**config.mk**
```make
export PLATFORM = sky130hd
export DESIGN_NAME = wb_port_arbiter
export DESIGN_NICKNAME = d
export VERILOG_FILES = /design/src/rtl/wb_port_arbiter.sv
export SDC_FILE = /design/constraint.sdc
export NUM_CORES = 1
export LEC_CHECK = 0
export ABC_CLOCK_PERIOD_IN_PS = 4500
export BUFFER_PORTS_ARGS = -buffer_cell sky130_fd_sc_hd__buf_2
export CORE_AREA = 2 2 139 141
export DETAILED_ROUTE_END_ITERATION = 8
export DIE_AREA = 0 0 141 143
export PLACE_DENSITY = 0.54
export SYNTH_ARGS = -nofsm -noshare
export SYNTH_HDL_FRONTEND = slang
export SYNTH_SLANG_ARGS = --single-unit
```
**constraint.sdc**
```tcl
create_clock -name clk -period 4.5 [get_ports clk]
set_clock_uncertainty 0.15 [all_clocks]
set_input_delay 0.675 -clock clk [delete_from_list [all_inputs] [get_ports clk]]
set_output_delay 0.675 -clock clk [all_outputs]
set_load 0.005 [all_outputs]
```
**src/rtl/wb_port_arbiter.sv**
```systemverilog
// rtl/wb_port_arbiter.sv - round-robin write-back arbiter for one register file write port (optional lock: WB_ARB_LOCK_EN)
module wb_port_arbiter #(
    parameter int NREQ         = 4,
    parameter int WIDTH        = 64,
    parameter int ADDR_W       = 5,
    parameter int ZERO_DISCARD = 1
) (
    input  logic                    clk,
    input  logic                    rst,
    input  logic [NREQ-1:0]         req_valid,
    output logic [NREQ-1:0]         req_ready,
    input  logic [NREQ*ADDR_W-1:0]  req_addr,
    input  logic [NREQ*WIDTH-1:0]   req_data,
`ifdef WB_ARB_LOCK_EN
    input  logic [NREQ-1:0]         req_lock,
`endif
    input  logic                    port_stall,
    output logic                    wr_en_n,
    output logic [ADDR_W-1:0]       wr_addr,
    output logic [WIDTH-1:0]        wr_data,
    output logic [NREQ-1:0]         grant_q,
    output logic                    busy
);

    localparam int PTR_W = $clog2(NREQ);

    logic [PTR_W-1:0]  ptr;
    logic [PTR_W-1:0]  win_idx;
    logic              win_found;
    logic [PTR_W:0]    cand;
    logic              accept;
    logic [ADDR_W-1:0] win_addr;
    logic [WIDTH-1:0]  win_data;
    logic [PTR_W-1:0]  ptr_next;

`ifdef WB_ARB_LOCK_EN
    logic [1:0]        lock_cnt;
    logic [PTR_W-1:0]  lock_owner;
    logic [1:0]        lock_prev;
    logic [1:0]        lock_cnt_next;
`endif

    // Round-robin search from ptr upward, wrapping; the first valid requester gets ready
    always_comb begin
        req_ready = '0;
        win_idx   = '0;
        win_found = 1'b0;
        cand      = '0;
        if (rst && !port_stall) begin
            for (int k = 0; k < NREQ; k++) begin
                cand = {1'b0, ptr} + (PTR_W+1)'(k);
                if (cand >= (PTR_W+1)'(NREQ)) begin
                    cand = cand - (PTR_W+1)'(NREQ);
                end
                if (!win_found && req_valid[cand[PTR_W-1:0]]) begin
                    win_found = 1'b1;
                    win_idx   = cand[PTR_W-1:0];
                end
            end
            if (win_found) begin
                req_ready[win_idx] = 1'b1;
            end
        end
    end

    assign accept   = |(req_valid & req_ready);
    assign win_addr = req_addr[win_idx*ADDR_W +: ADDR_W];
    assign win_data = req_data[win_idx*WIDTH +: WIDTH];
    assign busy     = (|req_valid) | ~wr_en_n;

`ifdef WB_ARB_LOCK_EN
    // A locked winner keeps priority for up to four consecutive accepts, then yields
    always_comb begin
        lock_prev     = (lock_owner == win_idx) ? lock_cnt : 2'd0;
        lock_cnt_next = 2'd0;
        ptr_next      = (win_idx == PTR_W'(NREQ-1)) ? '0 : win_idx + 1'b1;
        if (req_lock[win_idx] && lock_prev != 2'd3) begin
            ptr_next      = win_idx;
            lock_cnt_next = lock_prev + 2'd1;
        end
    end

    // Lock run tracking; only an accept changes it
    always_ff @(posedge clk) begin
        if (!rst) begin
            lock_cnt   <= 2'd0;
            lock_owner <= '0;
        end else if (accept) begin
            lock_cnt   <= lock_cnt_next;
            lock_owner <= win_idx;
        end
    end
`else
    // Plain rotation: the slot after the winner gets first look next time
    always_comb begin
        ptr_next = (win_idx == PTR_W'(NREQ-1)) ? '0 : win_idx + 1'b1;
    end
`endif

    // Pointer advances only on an accepted beat
    always_ff @(posedge clk) begin
        if (!rst) begin
            ptr <= '0;
        end else if (accept) begin
            ptr <= ptr_next;
        end
    end

    // Output beat register; a stall freezes it so the pending write is re-presented
    always_ff @(posedge clk) begin
        if (!rst) begin
            wr_en_n <= 1'b1;
            wr_addr <= '0;
            wr_data <= '0;
            grant_q <= '0;
        end else if (!port_stall) begin
            if (accept) begin
                wr_addr <= win_addr;
                wr_data <= win_data;
                grant_q <= {{(NREQ-1){1'b0}}, 1'b1} << win_idx;
                wr_en_n <= (ZERO_DISCARD != 0) && (win_addr == '0);
            end else begin
                wr_en_n <= 1'b1;
                grant_q <= '0;
            end
        end
    end

endmodule

```
* After elaboration in Yosys (flattened, before gate mapping)
Cells that the tools add are included.
Word-level totals: logic and storage cells 82, output and inout port bits 79, input bits 283, register bits after elaboration 76
Cells by class: multiplexer cells 37, equal/unequal tests 1, reduce and logical (&&, ||, !) cells 13, bitwise operators 4, add/subtract/negate cells 8, magnitude comparators 10, shift operators 3, multiply operators 1
Operators by type and width (number):
- 256-bit by 9-bit variable part select with 64-bit output | 1
- 2-bit two-way mux | 15
- 20-bit by 6-bit variable part select with 5-bit output | 1
- 2-bit by 3-bit < comparator with 1-bit output (second input constant) | 5
- 1-bit two-way mux | 14
- 4-bit two-way mux | 3
- 3-bit greater-or-equal comparator (second input constant) | 3
- 1-bit binary-select mux with 2-bit select | 4
- 4-bit OR reduction | 2
- 2-bit by 1-bit subtractor with 2-bit output (second input constant) | 4
- 2-bit by 2-bit adder with 3-bit output (second input constant) | 2
- 1-bit logical AND | 5
- 5-bit logical NOT | 1
- 2-bit by 3-bit multiplier with 5-bit output (second input constant) | 1
- 4-bit bitwise AND | 1
- 1-bit logical NOT | 4
- 1-bit by 2-bit left shift with 4-bit output (first input constant) | 1
- 2-bit by 1-bit adder with 3-bit output (second input constant) | 1
- 2-bit by 3-bit greater-or-equal comparator with 1-bit output (second input constant) | 1
- 2-bit by 1-bit adder with 2-bit output (second input constant) | 1
- 1-bit demux with 2-bit select | 1
- 2-bit == test (second input constant) | 1
- 2-bit by 1-bit greater-or-equal comparator with 1-bit output (second input constant) | 1
- 1-bit inverter | 2
- other kinds (2) | 2

* Longest topological paths before layout
Gate-level depths: netlist of run 1.
word-level depth 28, gate-level depth with buffers 8, gate-level depth less buffers 7

* Least setup slack after synthesis of run 1
Ideal clock, no wire load.
path type in2out, start input port req_valid[2], end output port req_ready[3], stages 6, data required time 3675 ps, path buffers 1, path slack 1972 ps, arrival time 1703 ps, path through mux2i_1 -> o221ai_4 -> nor2_4 -> inv_2 -> buf_2 -> nor2_1
On the way: word-level cells in the longest chain between the ends 22, elaborated cells on any way between the ends 34, those cells by class order compare (2); mux (25); reduce/logical (7)
RTL lines:
- start, declared | RTL line 10 | input logic [NREQ-1:0] req_valid,
- 1-bit binary-select mux with 2-bit select | RTL line 55 | if (!win_found && req_valid[cand[PTR_W-1:0]]) begin
- 1-bit two-way mux (implied by the code) | RTL line 55
- 1-bit two-way mux | RTL line 55
- 1-bit two-way mux | RTL line 49 | if (rst && !port_stall) begin
- 1-bit logical NOT | RTL line 55
- 1-bit logical AND | RTL line 55
- 1-bit two-way mux | RTL line 55
- 1-bit two-way mux | RTL line 49
- (+6 left out)
- 2-bit two-way mux | RTL line 55
- 2-bit two-way mux | RTL line 49
- 2-bit by 3-bit < comparator with 1-bit output (implied by the code) / 2-bit by 1-bit greater-or-equal comparator with 1-bit output (equally long branches) | RTL line 61 | req_ready[win_idx] = 1'b1;
- 1-bit logical AND (implied by the code) | RTL line 61
- 1-bit two-way mux (implied by the code) | RTL line 61
- 1-bit demux with 2-bit select | RTL line 61
- 4-bit two-way mux * | RTL line 60 | if (win_found) begin
- 4-bit two-way mux * | RTL line 49
- end, declared | RTL line 11 | output logic [NREQ-1:0] req_ready,
Mark *: on every way between the ends. The rest lies on a longest branch, timed or not. The select of a mux whose other input is x is not followed.

* Worst setup path in the final report of run 1
start input port rst, end output port req_ready[3]
On the way: word-level cells in the longest chain between the ends 2
RTL lines:
- start, declared | RTL line 9 | input logic rst,
- 1-bit logical AND | RTL line 49
- 4-bit two-way mux | RTL line 49
No other way between the ends.

==> reports/results.txt, run 1 <==
The run finished with clean final reports. The logs give 45 for the number of distinct library cell variants in the gate-level netlist after synthesis and 9 for the number of buffers inserted during clock tree synthesis. The critical path start-end classification was input pin to output pin. The tools report the number of setup buffers added after CTS as 0.

The number of pins exceeding their max-slew limit in the final report was 0. Total global routing track utilization: 19.15%. The worst setup path is launched from an input pin. VDD sags by at most 153.7 uV.

The logs give 19.98 mm for the total detailed-routing wirelength and 76 for the number of clock sinks seen by CTS. For the setup violation total in the final timing report, the log shows 0. The cell with the most instances after synthesis is dfxtp_1. Power spread over the standard cell area amounts to 292.4 nW/um^2. The logs give 0 for the number of DRC violations after detailed routing and 1934 for the filler cell count in the final layout.

The number of global-route vias before repair was 5610. The number of placed instances, taps included is 1098, and the hold violation total from the final report is 0. The die is 143 um tall. Sorting the synthesized cells by area gives the leading types as dfxtp_1, mux2_2, a22oi_1, a31oi_1, o21ai_0. The CTS clock-pin slew for the worst setup and hold paths came out at 60 ps.

Setup total negative slack on the finished layout was measured at 0 ps. The tools report the via count as 5713. The longest clock path from root to sink contains 2 buffers. The number of nets at the end of the flow was 1162. The number of port buffers works out to 361. The ratio of cells with drive above 1 in the final layout came out at 53.24%. The post-detailed-route count of antenna-violating nets was 0. The effective utilization at floorplan is 25.58%. Post-route cell area: 6974 sq um. The analysis attributes to cell leakage a power of 3.190 nW. At the worst endpoint, the required time is 3670 ps.

The tools report the pin count of the biggest net entering global routing as 76. The tools report the iteration-0 DRC count of the detailed router as 268. The run gives 37.54% as the final core utilization.

The total of flip-flops plus latches after synthesis came out at 76. For the area of combinational cells with multiple inputs, the log shows 2937 sq um. The full die area came out at 20160 sq um. Among all flip-flop cells after synthesis, the most frequent one is dfxtp_1. In the final routed layout, each cell accounts on average for 17.95 um. Total design power: 2.039 mW. The post-synthesis area per instance was 8.640 sq um. The top fanout value on the critical path was 31.

The first detailed-routing pass ran for 6 iterations. The run gives 32.02% as the sequential fraction of the synthesis area. The initial antenna violation count came out at 0. STA classifies the critical path endpoint as an output pin. Leaving out filler cells and counting taps, the final layout contains 1113.

TritonCTS built the clock tree. After detailed routing, the number of vias per cell comes to 5.133. By count the netlist is led by dfxtp_1, a22oi_1, mux2_2, o21ai_0, a21oi_1.

The cell sitting at the root of the clock tree is a clkbuf_16. In this run the cell area measured after placement is 6668 sq um. The fraction of registers with async set/reset was 0%; the level count of the clock H-tree was 3. During synthesis, Yosys emitted a total of 0 warnings. The number of ports placed on the die boundary was 362. Type of the tightest min-delay check: flop to flop.

In this run the biggest area consumer among cell types represents 32.02% of the synthesized area. The highest achievable clock rate is 306.4 MHz, and the post-CTS resize count is 0. For the pin with the worst max-slew slack, the measured transition is 866.5 ps. Across all setup checks in the final design, the least slack found is 1236 ps.

The number of placement rows came out at 50. The remaining global-route overflow is 0, and the area added between synthesis and finish is 46.76%. After layout, the minimum clock period comes to 3264 ps. The number of hold buffers added after cts is 0. After synthesis the cells add up to 4752 sq um. In this run the tightest slew margin relative to its limit is 42.23%. The largest total area in the synthesized netlist belongs to dfxtp_1. The setup slack at placement is 1142 ps.

The area of the core came out at 18580 sq um. Worst-case hold slack: 327.4 ps. The gate count of the mapped netlist is 550, and the horizontal extent of the die is 141 um. For the number of violations of the max-capacitance limit, the log shows 0. The arrival time at the worst endpoint came out at 2440 ps.

First-pass GRT wire length: 30.29 mm. The net count of the mapped netlist was 837; the number of enable flip-flop cells after synthesis was 0. Setup repair after global routing left no endpoint under its margin. For the final weighted congestion of routability-driven global placement, the log shows 0.8422. The wire-length estimate of the detail-placed layout is 14.72 mm. The sequential cell area was 1521 sq um; the clock latency on the worst-skew pair was 330 ps. The final critical path takes up 72.53% of the cycle. The repair_antennas step left the layout with diodes totalling 0.
==> critical path: stages <==
cell      delay (ps)
buf_2            410
nand2b_1         400
nor2_4           340
inv_2            310
nor2_1           170
buf_2            130
==> power by group <==
group	internal [mW]	total (mW)	switching, mW
sequential	0.722	0.747	0.0249
combinational	0.258	0.517	0.259
clock	0.481	0.775	0.294
==> routing by layer <==
layer | track usage [%] | part of all wire [%] | vias up
li1 | - | - | 2813
met1 | 22.72 | 41 | 2618
met2 | 33.68 | 50 | 255
met3 | 4.527 | 7.4 | 27
met4 | 7.158 | 2.1 | 0
met5 | 0 | 0 | -
==> cell type report <==
| class | count | share of cell area, % |
|---|---|---|
| clock buffer | 10 | 3.283 |
| clock inverter | 5 | 1.112 |
| inverter | 4 | 0.2153 |
| multi-input combinational | 412 | 42.11 |
| sequential | 76 | 21.82 |
| tap | 234 | 4.198 |
| timing repair buffer | 372 | 27.27 |
==> final timing paths <==
| path | start | endpoint | slack, ps | cells past startpoint |
|---|---|---|---|---|
| worst min-delay path | wr_addr[2] | wr_addr[2] | 330 | 2 |
| worst min register to register | wr_addr[2] | wr_addr[2] | 330 | 2 |
| worst max register to register | ptr[1] | wr_data[3] | 1610 | 7 |
| worst max-delay path | rst | req_ready[3] | 1240 | 6 |
==> registers in the layout, indices dropped and copies added, names as in the netlist <==
name,count
wr_en_n,1
wr_addr,5
ptr,2
wr_data,64
grant_q,4
==> placed cells by master, fill, tap and decap left out, drive strengths merged, types with 2 or more instances in the layout <==
cell type / n
inv: 4
ha: 4
a21boi: 2
nor2b: 6
o22ai: 3
o31ai: 5
clkinv: 2
bufinv: 2
a21oi: 66
nor4: 3
nor3: 7
clkbuf: 10
dfxtp: 76
a22oi: 69
nand3: 4
nand2b: 2
buf: 372
a211oi: 4
nand2: 10
mux2: 68
a31oi: 65
o21ai: 67
nor2: 10
==> logic make-up after synthesis <==
kind of cell             Yosys count  synth area share, %
AO/OA/AOI/OAI                    292                38.68
adder cells (fa/ha/maj)            4                1.053
buffers and inverters             62                6.556
flip-flops                        76                32.02
multiplexers                      69                16.32
AND/OR/NAND/NOR                   47                5.372
Note: power is estimated with default switching activity, not from simulation.
==> run 2, diff against run 1 <==
--- a/config.mk
+++ b/config.mk
@@ -5,12 +5,12 @@
 export SDC_FILE = /design/constraint.sdc
 export NUM_CORES = 1
 export LEC_CHECK = 0
-export ABC_CLOCK_PERIOD_IN_PS = 4500
+export ABC_CLOCK_PERIOD_IN_PS = 2830
 export BUFFER_PORTS_ARGS = -buffer_cell sky130_fd_sc_hd__buf_2
 export CORE_AREA = 2 2 139 141
 export DETAILED_ROUTE_END_ITERATION = 8
 export DIE_AREA = 0 0 141 143
-export PLACE_DENSITY = 0.54
+export PLACE_DENSITY = 0.56
 export SYNTH_ARGS = -nofsm -noshare
 export SYNTH_HDL_FRONTEND = slang
 export SYNTH_SLANG_ARGS = --single-unit
==> constraint.sdc (replaced) <==
create_clock -name clk -period 2.83 [get_ports clk]
set_clock_uncertainty 0.15 [all_clocks]
set_input_delay 0.4245 -clock clk [delete_from_list [all_inputs] [get_ports clk]]
set_output_delay 0.4245 -clock clk [all_outputs]
set_load 0.005 [all_outputs]
==> reports/results.txt, run 2 (synthesized netlist as in run 1, its figures left out) <==
The effective utilization at floorplan is 25.58%. VDD sags by at most 259.0 uV. The tools report the required time at the endpoint of the critical path as 2260 ps.

The run gives 0 as the hold violation total from the final report. The critical path goes through mux2i_1, o221a_2, o211ai_2, inv_2, buf_2. The iteration-0 DRC count of the detailed router is 304, and the worst slew margin relative to its limit is 49.32%. The worst hold path was traced through 3 stages. For the setup violation total in the final timing report, the log shows 0. For the total negative setup slack, the log shows 0 ps.

Net switching is 27.82% of the power. After detailed routing, the wire length on met1 is 8.134 mm. Critical path's slowest cell: dfxtp_1.

In this run the critical register-to-register path is launched from ptr[1]. Routability-driven placement finished with a final weighted congestion of 0.8422. The slew at the pin closest to its max-slew limit is 760.3 ps, and the area of the core is 18580 sq um.

The first detailed-routing pass ran for 5 iterations. Counting along the longest clock path gives a buffer depth of 2. Buffers placed on the I/O ports in this run total 361.

The number of clock sinks seen by CTS is 76, and the path depth of the worst reg2reg path is 7. The number of pins exceeding their max-slew limit in the final report came out at 0. The critical path start-end classification is flop to output pin.

Gates resized during post-CTS repair numbered 0. For the via count, the log shows 5836. Setup repair after global routing left no endpoint under its margin. In the routed layout, each cell is associated on average with a via count of 5.225.

The die is 141 um wide. The tools report the setup slack at placement as 207.9 ps. The post-detailed-route count of antenna-violating nets came out at 0.

Per report_power, the sequential group accounts for 35.9% of the total. The highest layer touched by signal routing is met4. The total global routing track utilization is 18.98%, and the stage delay of the slowest cell on the critical path is 450 ps. TritonCTS created 9 clock buffers. In the final layout, the registers with the most flip-flops are wr_data (64), wr_addr (5), grant_q (4). TritonCTS built the clock tree. Of the cells placed in the final design, the portion with a size suffix greater than 1 is 53.57%. The run gives 0 as the initial antenna violation count. The worst hold path begins at req_data[86]. Power spread over the standard cell area amounts to 467.7 nW/um^2. STA classifies the critical path endpoint as an output pin.

Max-cap violations in this run came to 0. The worst-case hold slack was 216.1 ps. The flow ran to the end, and the final reports show no timing, DRC or antenna violations. Clock-pin slew was measured on the worst setup and hold paths at 60 ps.

From synthesis to final layout, the design area changed by 48.84%. The endpoint identified for the worst register-to-register timing path is wr_data[31]. Global routing finished with a remaining overflow of 0.

The worst register-to-register path has a setup slack of 410 ps. The path class of the tightest hold or removal check is input pin to flop. The number of DRC violations after detailed routing is 0. For hold timing, the worst endpoint is wr_data[22].

The internal power of the cells totals 2.388 mW. In the final routed layout, each cell accounts on average for 18.11 um. The number of nets at the end of the flow came out at 1166.

The logs give 362 for the number of ports placed on the die boundary and 385.8 MHz for the highest achievable clock rate. The logs give 340 ps for the clock latency on the worst-skew pair and 30.08 mm for the first-pass GRT wire length. For this design the static power due to leakage is 3.238 nW. Row generation in the floorplan step produced 50 rows. The tools report the post-detailed-placement half-perimeter wirelength as 14.96 mm.

Of the available clock period, the critical path in the final layout requires 91.58%. The number of hold buffers added after cts was 0. The clock tree root driver cell is clkbuf_16. The register with the most flip-flops in the layout has 64 of them. The number of global-route vias before repair was 5541; the clock network fraction of design power was 38.6%. The register with the highest flop count was wr_data. The library cells used most frequently in the layout, excluding fill and tap cells, are buf_2, dfxtp_1, a22oi_1. The worst setup margin was 238.2 ps. Entering global routing, the biggest net connects 77 pins. For the arrival time at the worst endpoint, the log shows 2020 ps. The H-tree generated during clock tree synthesis spans 3 levels. The met2 wirelength from detailed routing was 10.13 mm.

The worst path in the final design needs a cycle of 2592 ps, including I/O delays and setup. The wire length on met3 is 1.530 mm, and the number of setup buffers added after CTS is 0. Wires add up to 20.23 mm. The tools report the category of the worst setup path launch point as a flop. The number of antenna diodes in the final layout is 0. The top fanout value on the critical path is 8, and the full die area is 20160 sq um. The die is 143 um tall. For the power spent charging and discharging nets, the log shows 0.9204 mW.

In this run, the combinational gates consume 25.4% of the power. Leaving out fill and tap cells, the most frequent cell in the layout is buf_2.
## run 2: changes by cell type in the layout (fill, tap and decap cells not counted)
cell,change
clkbuf_8,+2
clkinv_2,-1
buf_12,+4
clkbuf_1,-1
## run 2: critical path, delay by kind of cell, from the launching register on
kind	cells	cell delay (ps)
AOI/OAI and AO/OA	2	540
buffers and inverters	2	300
DFF	1	450
muxes	1	380
## run 2: per-layer routing
layer	track usage (%)	up-vias
li1	-	2820
met1	22.30	2702
met2	33.27	286
met3	4.628	28
met4	7.684	0
met5	0	-
## run 2: final cells by class
type                            count  area (sq um)
Multi-Input combinational cell    412          2937
Sequential cell                    76          1521
Tap cell                          234         292.8
Clock inverter                      4         72.57
Clock buffer                       11         252.7
Fill cell                        1932         11510
Inverter                            4         15.01
Timing Repair Buffer              376          1982
## run 2: worst max-delay path by stage
stage,start,depth (start not counted),slack [ps],to
3_5_place_dp,req_valid[3],7,210,req_ready[2]
4_1_cts,ptr[1],6,250,req_ready[3]
6_report,ptr[1],5,240,req_ready[1]
3_3_place_gp,req_valid[3],7,260,req_ready[2]
2_1_floorplan,ptr[1],6,770,req_ready[3]
5_1_grt,port_stall,6,120,req_ready[2]
## run 2: stage by stage
step	power [mW]	utilization (%)	instance area, sq um	instances
2_1_floorplan	1.646	-	4752	550
3_3_place_gp	2.055	36.32	6748	1102
3_5_place_dp	2.055	36.32	6748	1102
4_1_cts	3.362	38.07	7073	1117
5_1_grt	3.481	38.07	7073	1117
6_report	3.308	38.07	7073	1117
## run 2: power by group through the flow
stage | clock, mW | sequential, mW | combinational [mW]
finish | 1.28 | 1.19 | 0.842
global route | 1.36 | 1.20 | 0.925
CTS | 1.33 | 1.19 | 0.847
detailed placement | 0 | 1.21 | 0.845
global placement | 0 | 1.21 | 0.846
floorplan | 0 | 1.21 | 0.433
==> run 3, diff against run 2 <==
--- a/config.mk
+++ b/config.mk
@@ -5,12 +5,13 @@
 export SDC_FILE = /design/constraint.sdc
 export NUM_CORES = 1
 export LEC_CHECK = 0
+export ABC_AREA = 1
 export ABC_CLOCK_PERIOD_IN_PS = 2830
 export BUFFER_PORTS_ARGS = -buffer_cell sky130_fd_sc_hd__buf_2
 export CORE_AREA = 2 2 139 141
 export DETAILED_ROUTE_END_ITERATION = 8
 export DIE_AREA = 0 0 141 143
-export PLACE_DENSITY = 0.56
+export PLACE_DENSITY = 0.62
 export SYNTH_ARGS = -nofsm -noshare
 export SYNTH_HDL_FRONTEND = slang
 export SYNTH_SLANG_ARGS = --single-unit
==> reports/results.txt, run 3 <==
The run finished with clean final reports. The horizontal extent of the die is 141 um. The die height was 143 um; the top fanout value on the critical path was 10.

The level count of the clock H-tree was 3; the switching share of power was 31.83%. For the combinational share of power, the log shows 32.4%. Final weighted congestion of routability-driven global placement: 0.9203. STA classifies the critical path startpoint as a flop.

The remaining global-route overflow was 0; the worst slew margin relative to its limit was 69.65%. The highest achievable clock rate is 379.5 MHz, and the setup violation total in the final timing report is 0. The adder and majority gate portion of the synthesized area was 0.8887%. The combinational family with the most area after synthesis is compound AO/OA/AOI/OAI gates.

In the layout the commonest cells are buf_2, inv_1, nand2_1. The first global-routing pass estimated 32.91 mm of wire. Counting along the longest clock path gives a buffer depth of 2.

After routing, the total negative slack on setup checks comes to 0 ps. Buffers inserted during clock tree synthesis total 9. Compared with the post-synthesis result, the final layout area differs by 41.81%. The tools report the iteration-0 DRC count of the detailed router as 353. Leaving out fill and tap cells, the most frequent cell in the layout is buf_2.

The share of the synthesized netlist area taken by xor and xnor gates was 0%; the sequential fraction of the synthesis area was 27.02%. Number of port buffers: 361. The tools report the hold violation total from the final report as 0. The run gives 0 as the number of DRC violations after detailed routing. In the post-synthesis netlist, the biggest area contributors are dfxtp_1, o211ai_1, o21ai_1, inv_1, nand2_1. The register with the highest flop count was wr_data. The detailed-route vias per instance is 4.853. The area of the core is 18580 sq um, and the effective utilization at floorplan is 30.31%.

The synthesized netlist contains 28 unique library cells. The post-synthesis area per instance was 6.292 sq um. Once routing completed, OpenROAD measured the worst setup slack at 194.9 ps. Via count: 7071. The largest registers in the layout are wr_data (64), wr_addr (5), grant_q (4).

The per-cell routed wire length was 14.78 um; the fraction of registers with async set/reset was 0%. TritonCTS built the clock tree. The portion of synthesized area spent on multiplexers is 0%. Data arrives at the worst endpoint at 2060 ps. Number of global-route vias before repair: 6586. Gate count of the mapped netlist: 895. Dividing the final minimum period by the clock period gives 93.11%.

Across the run, the number of max-cap violations was 0. The post-detailed-placement half-perimeter wirelength is 16.39 mm. The power density of the placed cells is 448.3 nW/um^2, and the clock network fraction of design power is 34.3%. Counting flops and latches in the post-synthesis netlist gives 76.

STA classifies the critical path endpoint as an output pin. The type of the tightest min-delay check is input pin to flop. The CTS clock-pin slew for the worst setup and hold paths came out at 60 ps.

The power spent charging and discharging nets is 1.140 mW, and the slew at the pin closest to its max-slew limit is 455.2 ps. Internal power comes to 2.441 mW. The floorplan has 50 rows.

The die covers 20160 sq um. The combined area of all synthesized cells came out at 5632 sq um. The sequential fraction of design power is 33.3%. For this design the static power due to leakage is 4.546 nW. Yosys mapped a number of flops with a built-in enable equal to 0. Of the post-synthesis cell area, the dominant cell type holds 27.02%.

The critical path start-end classification was flop to output pin. For the setup slack at placement, the log shows 119.6 ps. Entering global routing, the biggest net connects 97 pins. The first-pass detailed-route iteration total was 4; the initial antenna violation count was 1. Ratio of cells with drive above 1 in the final layout: 34.78%. For this design the top-level I/O count stands at 362. Among all cell types in the netlist, the one instantiated most often is inv_1. For the worst-skew pair, the clock arrives at the later sink with an insertion delay of 330 ps. The tools report the number of clock sinks seen by CTS as 76. Summed over all layers, the routed wires come to 21.54 mm. The most common flop cell mapped by yosys is dfxtp_1.

For the post-detailed-route count of antenna-violating nets, the log shows 0. The worst path in the final design needs a cycle of 2635 ps, including I/O delays and setup. Summing the areas of all and, or, nand and nor instances in the mapped netlist gives 18.06% of the synthesized area.

The tree is rooted in a clkbuf_16. IR analysis of the VDD net gives a maximum drop of 291.7 uV. Across every metal layer, demand over resource in global routing totals 20.59%. By count the netlist is led by inv_1, nand2_1, o211ai_1, o21ai_1, dfxtp_1. The register with the most flip-flops in the layout has 64 of them. The number of pins exceeding their max-slew limit in the final report was 0. For the net count of the mapped netlist, the log shows 1182. Setup repair after global routing left no endpoint under its margin. The run gives 0 as the number of warnings printed during yosys synthesis. For this run, the post-layout net count is 1506. Summed over all instances, the cell type with the most area after synthesis is dfxtp_1. Summing the areas of all compound-gate instances in the mapped netlist gives 35.97% of the synthesized area.

Data on the critical path is required at its endpoint by 2260 ps.
## run 3: changes by cell type after synthesis, sizes merged, moves of 68 or more
cell,change
inv,+154
a22oi,-69
o211ai,+133
nand2,+135
mux2,-68
## run 3: routing by layer
metal  up-vias  part of all wire, %  GRT usage (%)
met5         -                    0              0
met4         0                  1.8          6.211
met3        24                  5.9          3.823
met2       236                   50          37.46
met1      3163                   42          24.66
li1       3648                    -              -
## run 3: stage by stage
step           hold slack, ps  power, mW  utilization [%]  std cells  instance area (sq um)
6_report                249.3      3.580            42.98       1457                   7986
5_1_grt                 257.8      3.820            42.97       1456                   7984
4_1_cts                 236.8      3.582            42.52       1450                   7900
3_5_place_dp            304.5      2.332            40.79       1436                   7580
3_3_place_gp            298.1      2.326            40.79       1436                   7580
2_1_floorplan           301.4      1.877                -        895                   5632
## run 3: what timing repair did
item,CTS,global route
hold buffers,0,0
endpoints found under the setup margin,3,16
gates resized for setup,3,6
hold endpoints to repair,0,0
pin swaps,0,2
buffers inserted,0,6
## run 3: power by group through the flow
stage               sequential, mW  combinational (mW)  clock (mW)
finish                        1.19                1.16        1.23
global route                  1.20                1.30        1.32
floorplan                     1.22               0.661           0
CTS                           1.19                1.12        1.26
detailed placement            1.21                1.12           0
global placement              1.21                1.11           0
## run 3: critical path: stages (launching register included)
cell and delay, ps:
dfxtp_4 380, inv_2 120, nand2_1 80, nand2_2 90
nand2_1 50, nand2_1 110, nor2_1 50, nor2_1 150
nand2_4 130, nand2_8 110, nand2_1 80, nor3_1 200
buf_2 160
## run 3: worst paths after layout
| kind | cells past startpoint | end | startpoint | slack (ps) |
|---|---|---|---|---|
| setup / recovery | 12 | req_ready[0] | ptr[0] | 190 |
| hold / removal | 3 | grant_q[2] | port_stall | 250 |
| setup reg to reg | 17 | wr_data[32] | ptr[0] | 280 |
| hold reg to reg | 2 | grant_q[2] | grant_q[2] | 310 |
## run 3: layout make-up
type	instances	area (sq um)
inverters	158	593.1
clock inverters	4	73.82
multi-input cells	584	3123
well taps	234	292.8
fillers	2040	10590
repair buffers	390	2136
flip-flops and latches	76	1526
diodes	1	2.502
clock buffers	10	239.0
## run 3: cell families (layout without fill, tap and decap cells)
logic type | after synthesis | after routing
AO/OA/AOI/OAI | 337 | 337
adder cells (fa/ha/maj) | 4 | 4
AND/OR/NAND/NOR | 243 | 243
other | 0 | 1
flip-flops | 76 | 76
buffers and inverters | 235 | 562
